`src/rtl/cm_loader.sv`:
```
// cm_loader: streams instruction words into the per-row CGRA context memories.
// A start request picks a set of rows, a base line and a per-row length; every
// accepted stream word turns into one registered memory write on the next cycle.
// Optional feature macro: CM_LOADER_BROADCAST_EN (one pass of len words written
// to every masked row at once when broadcast_i is set with start_i).
module cm_loader #(
  parameter int N_ROW             = 4,
  parameter int IMEM_N_LINES_LOG2 = 5,
  parameter int DATA_WIDTH        = 32
) (
  input  logic                         clk_i,
  input  logic                         rst_i,
  input  logic                         start_i,
  input  logic [N_ROW-1:0]             row_mask_i,
  input  logic [IMEM_N_LINES_LOG2-1:0] base_addr_i,
  input  logic [IMEM_N_LINES_LOG2:0]   len_i,
  input  logic                         broadcast_i,
  input  logic                         data_valid_i,
  output logic                         data_ready_o,
  input  logic [DATA_WIDTH-1:0]        data_i,
  output logic [N_ROW-1:0]             cm_row_req_o,
  output logic                         cm_we_o,
  output logic [IMEM_N_LINES_LOG2-1:0] cm_addr_o,
  output logic [DATA_WIDTH-1:0]        cm_wdata_o,
  output logic                         busy_o,
  output logic                         done_o
);

  localparam int AW = IMEM_N_LINES_LOG2;
  localparam int LW = IMEM_N_LINES_LOG2 + 1;

  typedef enum logic [1:0] {
    IDLE = 2'd0,
    LOAD = 2'd1,
    DONE = 2'd2
  } state_t;

  state_t state_reg, state_next;

  // Request captured at start; mask_reg shrinks as sequential rows complete.
  logic [N_ROW-1:0]      mask_reg, mask_next;
  logic [AW-1:0]         base_reg, base_next;
  logic [LW-1:0]         len_reg, len_next;
  logic [LW-1:0]         cnt_reg, cnt_next;
  logic                  bcast_reg, bcast_next;

  // Registered memory write port.
  logic                  we_reg, we_next;
  logic [N_ROW-1:0]      row_req_reg, row_req_next;
  logic [AW-1:0]         addr_reg, addr_next;
  logic [DATA_WIDTH-1:0] wdata_reg, wdata_next;

  logic                  bcast_in;
  logic [N_ROW-1:0]      cur_row;
  logic [N_ROW-1:0]      rows_left;
  logic                  accept;
  logic                  last_word;
  logic                  last_row;

`ifdef CM_LOADER_BROADCAST_EN
  assign bcast_in = broadcast_i;
`else
  // Broadcast is not built in: the request bit is deliberately dropped.
  logic unused_broadcast;
  assign unused_broadcast = broadcast_i;
  assign bcast_in         = 1'b0;
`endif

  // Lowest remaining row is the one being loaded (ascending order).
  assign cur_row   = mask_reg & (~mask_reg + N_ROW'(1));
  assign rows_left = mask_reg & ~cur_row;
  assign accept    = (state_reg == LOAD) && data_valid_i;
  assign last_word = (cnt_reg == (len_reg - LW'(1)));
  assign last_row  = bcast_reg || (rows_left == '0);

  assign data_ready_o = (state_reg == LOAD);
  assign busy_o       = (state_reg != IDLE);
  assign done_o       = (state_reg == DONE);
  assign cm_we_o      = we_reg;
  assign cm_row_req_o = row_req_reg;
  assign cm_addr_o    = addr_reg;
  assign cm_wdata_o   = wdata_reg;

  // Next-state, request capture and write generation.
  always_comb begin
    state_next   = state_reg;
    mask_next    = mask_reg;
    base_next    = base_reg;
    len_next     = len_reg;
    cnt_next     = cnt_reg;
    bcast_next   = bcast_reg;
    we_next      = 1'b0;
    row_req_next = '0;
    addr_next    = addr_reg;
    wdata_next   = wdata_reg;
    case (state_reg)
      IDLE: begin
        if (start_i) begin
          mask_next  = row_mask_i;
          base_next  = base_addr_i;
          len_next   = len_i;
          cnt_next   = '0;
          bcast_next = bcast_in;
          if ((row_mask_i != '0) && (len_i != '0)) begin
            state_next = LOAD;
          end else begin
            state_next = DONE;
          end
        end
      end
      LOAD: begin
        if (accept) begin
          we_next      = 1'b1;
          row_req_next = bcast_reg ? mask_reg : cur_row;
          // Address wraps naturally through the AW-bit adder.
          addr_next    = base_reg + cnt_reg[AW-1:0];
          wdata_next   = data_i;
          if (last_word) begin
            cnt_next = '0;
            if (!bcast_reg) begin
              mask_next = rows_left;
            end
            if (last_row) begin
              state_next = DONE;
            end
          end else begin
            cnt_next = cnt_reg + LW'(1);
          end
        end
      end
      DONE: begin
        state_next = IDLE;
      end
      default: begin
        state_next = IDLE;
      end
    endcase
  end

  // State register.
  always_ff @(posedge clk_i) begin
    if (rst_i) begin
      state_reg <= IDLE;
    end else begin
      state_reg <= state_next;
    end
  end

  // Request bookkeeping and write-port registers; reset clears every output.
  always_ff @(posedge clk_i) begin
    if (rst_i) begin
      mask_reg    <= '0;
      base_reg    <= '0;
      len_reg     <= '0;
      cnt_reg     <= '0;
      bcast_reg   <= 1'b0;
      we_reg      <= 1'b0;
      row_req_reg <= '0;
      addr_reg    <= '0;
      wdata_reg   <= '0;
    end else begin
      mask_reg    <= mask_next;
      base_reg    <= base_next;
      len_reg     <= len_next;
      cnt_reg     <= cnt_next;
      bcast_reg   <= bcast_next;
      we_reg      <= we_next;
      row_req_reg <= row_req_next;
      addr_reg    <= addr_next;
      wdata_reg   <= wdata_next;
    end
  end

endmodule

```
`config.mk`:
```
export PLATFORM = sky130hd
export DESIGN_NAME = cm_loader
export DESIGN_NICKNAME = d
export VERILOG_FILES = /design/src/rtl/cm_loader.sv
export SDC_FILE = /design/constraint.sdc
export NUM_CORES = 1
export LEC_CHECK = 0
export ABC_AREA = 1
export ABC_CLOCK_PERIOD_IN_PS = 2500
export CAP_MARGIN = 15
export CORE_UTILIZATION = 49
export DETAILED_ROUTE_END_ITERATION = 6
export HOLD_SLACK_MARGIN = 0.05
export PLACE_DENSITY = 0.85
export REMOVE_ABC_BUFFERS = 1
export SLEW_MARGIN = 15
export SYNTH_ARGS = -nofsm -noshare
export SYNTH_HDL_FRONTEND = slang
export SYNTH_SLANG_ARGS = --single-unit
```
`constraint.sdc`:
```
create_clock -name clk_i -period 2.5 [get_ports clk_i]
set_input_delay 0.25 -clock clk_i [delete_from_list [all_inputs] [get_ports clk_i]]
set_output_delay 0.25 -clock clk_i [all_outputs]
set_load 0.005 [all_outputs]
```
==> impl_results.md <==
- LEAKAGE: 1.61 nW
- Die ar.: 6170 um2
- Status: complete, no violations
- GRT overflow: 0
- Setup Total Neg Slack: 0 ps
- Core area: 5570 um2
- CTS Sinks: 65
- Largest net degree at the start of global routing: 41
- Slowest CP cell: dfxtp_1
- Clock transition at the registers of the reported paths: 70 ps
- Peak Freq: 564 MHz
- Share of the synthesized area in the top cell type: 45.3%
- Diode count: 0
- Critical path's largest stage delay: 420 ps
- Cts repair resizes: 0
- WS Path Type: flip-flop to flip-flop
- Layout area overhead: 41.0%
- CP Cell Sequence: nand2_4 > inv_6 > nand2_8 > inv_6 > nor2_8 > inv_4 > nand4_1 > xor2_1 > nor2_1
- Number of fill cells in the layout: 459
- Crit-path most repeated cell: inv_6
- Row count: 27
- Final wirelength: 6960 um
- Initial antenna violation count: 0
- Data required, critical path: 2720 ps
- TritonCTS Buffers: 9
- Max Transition Viols Final: 0
- Post-DP HPWL: 5030 um
- Root buffer cell: clkbuf_8
- Final Hold Vio Count: 0
- Die X: 78.6 um
- CTS tree: done
- Initial Utilization: 51.5%
- Cell variety after synth: 31
- Vias in the first global route: 2455
- Initial DRC Count: 174
- Non-Filler Instances: 548
- Clock share of power: 36.1%
- Cell taking the most area after synthesis: dfxtp_1
- Postcts setup bufs: 0
- Seq/Total Area, Yosys: 45.3%
- Synth area leaders: dfxtp_1, nand2_1, a21oi_1
- H-Tree Depth: 3
- Worst setup SP type: flip-flop
- Number of port buffers: 95
- Layout Skew: 8.60 ps
- Worst setup EP type: flip-flop
- Min Clock Period, post-route: 1770 ps
- #FFs+latches synth: 65
- Int Pwr: 2.02 mW
- First-pass GRT wire length: 11100 um
- Die Y: 78.6 um
- PD cells: 688 nW/um2
- Syn Inst Count: 379
- Via count: 2756
- Share of cells above drive strength 1: 7.77%
- Sequential power share: 42.3%
- CP Buf/Inv Count: 3
- Syn avg cell area: 7.58 um2
- Switch share: 27.4%
- Final net count: 530
- Max clock buf depth: 2
- WL/cell: 12.7 um
- RSZ-0062 raised after global routing: no
- DRC: 0
- Peak VDD IR: 0.480 mV
- Global Route Usage Sum: 23.2%
- Hold_buf cts: 0
- Antenna viol nets, final: 0
- Logic pwr share: 21.5%
- Slew headroom: 74.4%
- Mapped Area: 2870 um2
- Max Cap Viol: 0
- Least-Margin Pin Slew: 383 ps
- Number of flip-flops in the largest register: 32
- Worst-path fanout max: 40
- I/O pins: 97
- Gpl congestion: 0.830
- Setup-failing EPs final: 0
- Worst-skew pair later-pin latency: 330 ps
- Synth warn: 0
- Ratio of final minimum period to clock period: 70.9%
- Crit path DAT: 2000 ps
- Delay-heaviest family, CP: buffers and inverters
- Dpl cells: 532
- Worst Hold Class: primary input to flip-flop
- First-pass DRT Iterations: 5
- Vias/cell: 5.03
- P_sw: 0.763 mW
-- worst paths after layout --
| check | startpoint | end | slack (ps) | cells after the start |
|---|---|---|---|---|
| worst max-delay path | state_reg[0] | cnt_reg[4] | 730 | 9 |
| worst min-delay path | data_i[1] | cm_wdata_o[1] | 460 | 3 |
| worst min register to register | cm_wdata_o[3] | cm_wdata_o[3] | 460 | 2 |
| worst max register to register | state_reg[0] | cnt_reg[4] | 730 | 9 |
-- worst min-delay path: stages --
cell             delay [ps]
clkdlybuf4s50_1         390
nand2_1                  60
a21oi_1                  50
-- metrics by stage --
stage	worst slack [ps]	total power, mW	util [%]	hold slack [ps]	instance area (um2)
after global routing	570	2.92	72.7	475	4050
after floorplan	945	1.52	-	319	2760
after detailed placement	486	1.80	68.7	457	3830
after CTS	721	2.80	72.7	453	4050
final	726	2.79	72.7	464	4050
after global placement	533	1.78	68.7	451	3830
-- logic make-up after synthesis --
kind of cell | Yosys count | share of synthesized area, %
and+or+nand+nor | 173 | 26.6
AOI/OAI and AO/OA | 74 | 13.1
DFF | 65 | 45.3
buffers and inverters | 50 | 8.67
xor gates and xnor gates | 10 | 3.05
adders and majority gates | 7 | 3.31
-- power by group through the flow --
stage | Clock [mW] | Combinational [mW] | Sequential, mW
5_1_grt | 1.07 | 0.663 | 1.19
2_1_floorplan | 0 | 0.328 | 1.19
4_1_cts | 1.01 | 0.602 | 1.18
3_5_place_dp | 0 | 0.597 | 1.20
3_3_place_gp | 0 | 0.581 | 1.20
6_report | 1.01 | 0.600 | 1.18
-- Yosys cell counts --
| library cell | instances |
|---|---|
| inv_6 | 2 |
| o221ai_1 | 1 |
| nand2_8 | 1 |
| nor2_1 | 31 |
| ha_1 | 6 |
| nor3_1 | 3 |
| nand3_1 | 16 |
| o21ai_0 | 17 |
| nor2_8 | 1 |
| nand2_4 | 1 |
| o21ai_1 | 1 |
| dfxtp_1 | 65 |
| nor4_1 | 2 |
| inv_2 | 5 |
| nand3_2 | 2 |
| buf_4 | 2 |
| a21oi_1 | 54 |
| clkbuf_1 | 8 |
| buf_6 | 5 |
| nor2_4 | 2 |
| nor2_2 | 3 |
| inv_4 | 1 |
| nand2_1 | 107 |
| nand4_1 | 2 |
| buf_2 | 3 |
| fa_1 | 1 |
| o31ai_1 | 1 |
| inv_1 | 24 |
| xnor2_1 | 1 |
| nand2_2 | 2 |
| xor2_1 | 9 |
-- placed cells by master (no fill, tap or decap), types with 3 or more instances in the layout --
| master | instances |
|---|---|
| dfxtp_1 | 65 |
| clkdlybuf4s50_1 | 95 |
| nand3_1 | 16 |
| nor2_2 | 3 |
| nand2_1 | 107 |
| clkbuf_1 | 3 |
| nor2_1 | 31 |
| inv_2 | 5 |
| clkbuf_8 | 11 |
| o21ai_0 | 17 |
| buf_4 | 4 |
| nor3_1 | 3 |
| inv_1 | 24 |
| ha_1 | 6 |
| a21oi_1 | 54 |
| xor2_1 | 9 |
-- final cells by class --
type                    instances  area, um2  share of cell area (%)
clock buffers                  14        163                    4.02
clock inverters                 2       60.1                    1.48
inverters                      32        133                    3.27
multi-input cells             264       1320                    32.7
flip-flops and latches         65       1300                    32.1
well taps                      72       90.1                    2.22
repair buffers                 99        981                    24.2
-- metal layers --
layer / share of wire (%) / track usage, % / routed length, um / up-vias
met2: 49 / 37.9 / 3380 / 83
met3: 6.3 / 7.21 / 439 / 15
li1: - / - / - / 1403
met5: 0 / 0 / 0 / -
met1: 43 / 27.9 / 2990 / 1255
met4: 2.1 / 10.2 / 146 / 0
No activity file was read; power rests on OpenSTA's default activity.
